## src/rtl/flit_queue_pkg.sv

```systemverilog
// Shared constants for the flit queue slice: simulation-time width and default depth.
// Optional feature macro used by this slice: FQ_LATE_CHECK_EN (late-arrival flag).
package flit_queue_pkg;

  // Width of all simulation-time / timestamp values in the datapath.
  localparam int TS_WIDTH = 16;

  // Default number of queue entries (power of two, at least 2).
  localparam int FQ_DEPTH_DEFAULT = 8;

endpackage

```

## src/rtl/flit_queue_ts_late_check.sv

```systemverilog
// fq_ts_late_check: modular late-arrival comparator.
// A timestamp is late when (in_timestamp - sim_time) mod 2^TS_WIDTH has its MSB
// set, i.e. the flit is stamped earlier than the current time within half the
// timestamp range. Only instantiated when FQ_LATE_CHECK_EN is defined.
module fq_ts_late_check #(
  parameter int TS_WIDTH = 16
) (
  input  logic [TS_WIDTH-1:0] in_timestamp,
  input  logic [TS_WIDTH-1:0] sim_time,
  output logic                late
);

  logic [TS_WIDTH-1:0] ts_diff;

  // Wrapping difference; its sign bit tells whether the flit is behind sim_time.
  always_comb begin
    ts_diff = in_timestamp - sim_time;
    late    = ts_diff[TS_WIDTH-1];
  end

endmodule

```

## src/rtl/flit_queue.sv

```systemverilog
// flit_queue: timestamped show-ahead flit FIFO with occupancy status, a credit
// pulse per dequeue and sticky protocol-error flags.
// Optional feature: define FQ_LATE_CHECK_EN to build the late-arrival comparator
// that drives late_err; otherwise late_err is tied low and sim_time is ignored.
module flit_queue
  import flit_queue_pkg::*;
#(
  parameter  int DEPTH      = FQ_DEPTH_DEFAULT,
  parameter  int FLIT_WIDTH = 36,
  localparam int CNT_WIDTH  = $clog2(DEPTH) + 1
) (
  input  logic                  clock,
  input  logic                  reset,
  input  logic                  enqueue,
  input  logic [FLIT_WIDTH-1:0] in_flit,
  input  logic [TS_WIDTH-1:0]   in_timestamp,
  input  logic                  dequeue,
  input  logic [TS_WIDTH-1:0]   sim_time,
  output logic                  flit_valid,
  output logic [FLIT_WIDTH-1:0] flit,
  output logic [TS_WIDTH-1:0]   flit_timestamp,
  output logic [CNT_WIDTH-1:0]  count,
  output logic                  full,
  output logic                  empty,
  output logic                  credit,
  output logic                  overflow,
  output logic                  underflow,
  output logic                  late_err
);

  localparam int PTR_WIDTH = $clog2(DEPTH);

  logic [FLIT_WIDTH-1:0] flit_mem [DEPTH];
  logic [TS_WIDTH-1:0]   ts_mem   [DEPTH];
  logic [PTR_WIDTH-1:0]  wr_ptr;
  logic [PTR_WIDTH-1:0]  rd_ptr;
  logic                  enq_accept;
  logic                  deq_accept;

  // Status, acceptance and show-ahead head read.
  always_comb begin
    full           = (count == CNT_WIDTH'(DEPTH));
    empty          = (count == '0);
    flit_valid     = ~empty;
    // A full queue still accepts a write when the head is popped in the same cycle.
    enq_accept     = enqueue & (~full | dequeue);
    // No bypass: a dequeue into an empty queue is always rejected.
    deq_accept     = dequeue & ~empty;
    flit           = flit_mem[rd_ptr];
    flit_timestamp = ts_mem[rd_ptr];
  end

  // Storage array; contents need no reset because pointers and count define validity.
  always_ff @(posedge clock) begin
    if (enq_accept) begin
      flit_mem[wr_ptr] <= in_flit;
      ts_mem[wr_ptr]   <= in_timestamp;
    end
  end

  // Pointers, occupancy, credit pulse and sticky protocol flags.
  always_ff @(posedge clock or negedge reset) begin
    if (!reset) begin
      wr_ptr    <= '0;
      rd_ptr    <= '0;
      count     <= '0;
      credit    <= 1'b0;
      overflow  <= 1'b0;
      underflow <= 1'b0;
    end else begin
      if (enq_accept) wr_ptr <= wr_ptr + PTR_WIDTH'(1);
      if (deq_accept) rd_ptr <= rd_ptr + PTR_WIDTH'(1);
      case ({enq_accept, deq_accept})
        2'b10:   count <= count + CNT_WIDTH'(1);
        2'b01:   count <= count - CNT_WIDTH'(1);
        default: count <= count;
      endcase
      credit <= deq_accept;
      if (enqueue & full & ~dequeue) overflow  <= 1'b1;
      if (dequeue & empty)           underflow <= 1'b1;
    end
  end

`ifdef FQ_LATE_CHECK_EN
  logic ts_late;

  fq_ts_late_check #(
    .TS_WIDTH (TS_WIDTH)
  ) u_late_check (
    .in_timestamp (in_timestamp),
    .sim_time     (sim_time),
    .late         (ts_late)
  );

  // Late flag is sticky and only considers flits that were actually stored.
  always_ff @(posedge clock or negedge reset) begin
    if (!reset) begin
      late_err <= 1'b0;
    end else if (enq_accept & ts_late) begin
      late_err <= 1'b1;
    end
  end
`else
  logic unused_sim_time;

  assign unused_sim_time = ^sim_time;
  assign late_err        = 1'b0;
`endif

endmodule

```

## config.mk

```make
export PLATFORM = sky130hd
export DESIGN_NAME = flit_queue
export DESIGN_NICKNAME = d
export VERILOG_FILES = /design/src/rtl/flit_queue_pkg.sv /design/src/rtl/flit_queue_ts_late_check.sv /design/src/rtl/flit_queue.sv
export SDC_FILE = /design/constraint.sdc
export NUM_CORES = 1
export LEC_CHECK = 0
export CAP_MARGIN = 10
export CORE_UTILIZATION = 45
export DETAILED_ROUTE_END_ITERATION = 10
export PLACE_DENSITY = 0.69
export SLEW_MARGIN = 20
export SYNTH_ARGS = -nofsm -noshare
export SYNTH_HDL_FRONTEND = slang
export SYNTH_HIERARCHICAL = 1
export SYNTH_SLANG_ARGS = --single-unit
```

## constraint.sdc

```tcl
create_clock -name clock -period 7.6 [get_ports clock]
set_input_delay 0.76 -clock clock [delete_from_list [all_inputs] [get_ports clock]]
set_output_delay 0.76 -clock clock [all_outputs]
set_load 0.05 [all_outputs]
```

==> impl_metrics.py <==
metrics = {
    "worst_setup_path": {
        "timing.rr.start": "count[0]",
        "critPathMaxStageDelay_ns": 0.75,
        "reg2reg_slack_ns": 4.45,
        "startpoint": "rd_ptr[1]",
        "reg2reg_depth": 5,
        "timing.rr.end": "flit_mem[0][15]",
        "cp_data_required_time_ns": 6.84,
        "crit_arrival_ns": 3.51,
        "path_cells": "buf_4 > buf_16 > mux4_2 > mux2_4 > clkdlybuf4s50_1",
        "crit_path_end_kind": "primary output",
        "start_kind": "register",
        "cp_max_fo": 45,
        "critPathKind": "register to primary output",
        "crit_slowest_cell": "dfrtp_4",
        "critPathCapture": "flit[27]",
    },
    "timing": {
        "finalCritPeriodShare_pct": 56.1,
        "slew-limit-headroom_pct": 33.4,
        "setup_violations": 0,
        "whs_ns": 0.478,
        "finalHoldViolations": 0,
        "max_freq_ghz": 0.234,
        "min_period_ns": 4.27,
        "tightest_slew_ns": 0.999,
        "rsz0062_at_grt": "no",
        "finalMaxSlewViolations": 0,
        "tns_ns": 0,
        "worst_clock_skew_ns": 0.0164,
        "setup_slack_ns": 3.33,
    },
    "clock_network": {
        "ctsHoldBuffers": 0,
        "cts_tree": "yes",
        "clk_latency_ns": 0.54,
        "cts.htree.levels": 2,
        "cts_buffers": 45,
        "cts-root-buf": "clkbuf_16",
        "clk_pin_slew_ns": 0.05,
        "cts.path.max_buffers": 3,
        "clock-sinks": 429,
        "post_cts_buffers": 0,
        "ctsResizeCount": 0,
    },
    "synthesis": {
        "syn_avg_cell_area_um2": 24.8,
        "ys_seq_area_share_pct": 77.6,
        "syn_nets": 743,
        "synth_top_area_share_pct": 75.6,
        "synthCells": 666,
        "synthTopCellsByArea": "edfxtp_1 76%, mux4_2 14%, mux2_4 3.9%, dfrtp_1 2.0%, buf_12 0.73%",
        "synth.distinct_cells": 35,
        "yosys.area.top_type": "edfxtp_1",
        "syn_area_um2": 16500,
        "ys.warnings.count": 6,
        "ys_ff_latch": 429,
    },
    "power": {
        "sw_frac_of_total_pct": 34.1,
        "combPwrFrac_pct": 39.0,
        "leakage_nw": 6.38,
        "finalPower_mw": 8.58,
        "ir_worst_vdd_v": 0.000309,
        "p_seq_share_pct": 36.9,
        "power_density_nw_per_um2": 436,
        "internal-power_mw": 5.65,
        "clock_power_share_pct": 24.2,
        "power_switching_mw": 2.92,
    },
    "global_routing": {
        "overflow": 0,
        "antenna_found_initial": 3,
        "first_global_vias": 7700,
        "grt_pass1_wl_um": 46200,
        "grt_max_degree": 92,
        "grt_use_total_pct": 16.5,
    },
    "route": {
        "drc": 0,
        "wirelength_um": 30400,
        "detail-route-antenna-nets": 0,
        "vias_per_cell": 5.43,
        "wl_per_cell_um": 23.2,
        "drt_iter0_drc": 417,
        "dr.pass1.iters": 4,
        "via_count": 7111,
    },
    "die": {
        "coreArea_um2": 35800,
        "chipHeight_um": 194,
        "die-area_um2": 37500,
        "start_util_pct": 46.1,
        "die_w_um": 194,
        "ios": 135,
        "placementRows": 69,
    },
    "final_layout": {
        "nNetsFinal": 892,
        "layout.cells.non_filler": 1310,
        "area_delta_synth_final_pct": 19.0,
        "final_area_um2": 19700,
        "drive_above_1_share_pct": 28.9,
        "utilization_pct": 54.9,
    },
    "min_path": {
        "hold_path.class": "register to register",
    },
    "job": {
        "maxCapViolCount": 0,
    },
    "placement": {
        "dpl.hpwl_um": 15800,
        "place_congestion": 0.707,
        "post-place-ws_ns": 3.65,
        "dpl.cell_count": 1228,
        "place_area_um2": 18200,
        "io_buffers": 117,
    },
    "status": {
        "status": "complete, no violations",
    },
}
[layout by cell type (no fill, tap or decap), types with 2 or more instances in the layout]
cell             synthesis  final
edfxtp_1               416    416
bufinv_16                0      3
nor2_4                   0      3
clkdlybuf4s50_1          0    117
buf_4                    1     12
dfrtp_4                  0      3
mux4_2                 101    101
mux2_2                  10     10
mux2_4                  43     43
clkinvlp_4               0      2
ha_1                     5      5
buf_12                   6      3
xor2_1                   5      5
mux2_1                   2      2
nor3_2                   0      4
nand2b_1                 3      3
dfrtp_1                 13     10
nand2_1                  4      4
inv_2                    2      2
diode_2                  0      2
clkinv_1                 0      9
clkbuf_16                0     47
mux4_1                   3      3
xnor2_1                  4      4
clkinv_2                 0      4
clkbuf_1                 7     12
inv_6                    0      2
[registers in the layout, summed over array words and instances (netlist names)]
name       count
ts_mem       128
count          4
underflow      1
rd_ptr         3
overflow       1
wr_ptr         3
flit_mem     288
credit         1
[cells in the mapped netlist, drive strengths merged]
| library cell | instances |
|---|---|
| nand2 | 4 |
| a21boi | 1 |
| a31o | 1 |
| xnor2 | 4 |
| conb | 1 |
| nor3 | 5 |
| a21oi | 1 |
| or4 | 1 |
| a21o | 1 |
| nor2 | 5 |
| nand3b | 1 |
| a2111oi | 1 |
| mux4 | 104 |
| nand3 | 1 |
| nor4b | 2 |
| clkbuf | 7 |
| inv | 3 |
| xor2 | 5 |
| ha | 5 |
| buf | 24 |
| dfrtp | 13 |
| nor4 | 2 |
| mux2 | 55 |
| nand2b | 3 |
| edfxtp | 416 |
[critical path: cells and delay by family (launching register included)]
kind	cells	cell delay (ns)
buffers and inverters	3	1.51
flip-flops	1	0.75
multiplexers	2	0.65
[final cells by class]
type,instances,area (um2)
Fill cell,2652,16200
Sequential cell,429,12800
Multi-Input combinational cell,203,3510
Timing Repair Buffer,133,1350
Clock buffer,59,1220
Tap cell,461,577
Clock inverter,20,176
Inverter,3,11.3
Antenna cell,2,5.00
[cells by family (layout without fill, tap and decap cells)]
kind of cell / after synthesis / count (layout) / share of synthesized area [%]
buffers and inverters: 34 / 215 / 1.53
adder cells (fa/ha/maj): 5 / 5 / 0.379
AO/OA/AOI/OAI: 5 / 5 / 0.227
other: 1 / 3 / 0.0227
XOR/XNOR: 9 / 9 / 0.477
AND/OR/NAND/NOR: 24 / 24 / 0.848
flip-flops: 429 / 429 / 77.6
multiplexers: 159 / 159 / 19.0
[worst min path at each step]
stage                          from        end  slack [ns]  cells after the start
after CTS                  overflow   overflow        0.49                      1
after floorplan               reset   count[0]        0.46                      0
after detailed placement   overflow   overflow        0.47                      1
after global routing      underflow  underflow        0.50                      1
after global placement    underflow  underflow        0.44                      1
final                      overflow   overflow        0.48                      1
[power by group through the flow]
stage          Clock [mW]  Sequential, mW  Combinational (mW)
2_1_floorplan           0            3.19                2.52
3_3_place_gp            0            3.20                3.37
3_5_place_dp            0            3.22                3.39
4_1_cts              2.12            3.17                3.40
5_1_grt              2.20            3.20                3.52
6_report             2.07            3.16                3.34
[routing by layer]
layer	part of all wire, %	track usage [%]
met3	5.6	3.74
met2	49	26.9
met1	44	22.3
met5	0.039	0
met4	1.8	4.89
Power figures use the tool's default switching activity.
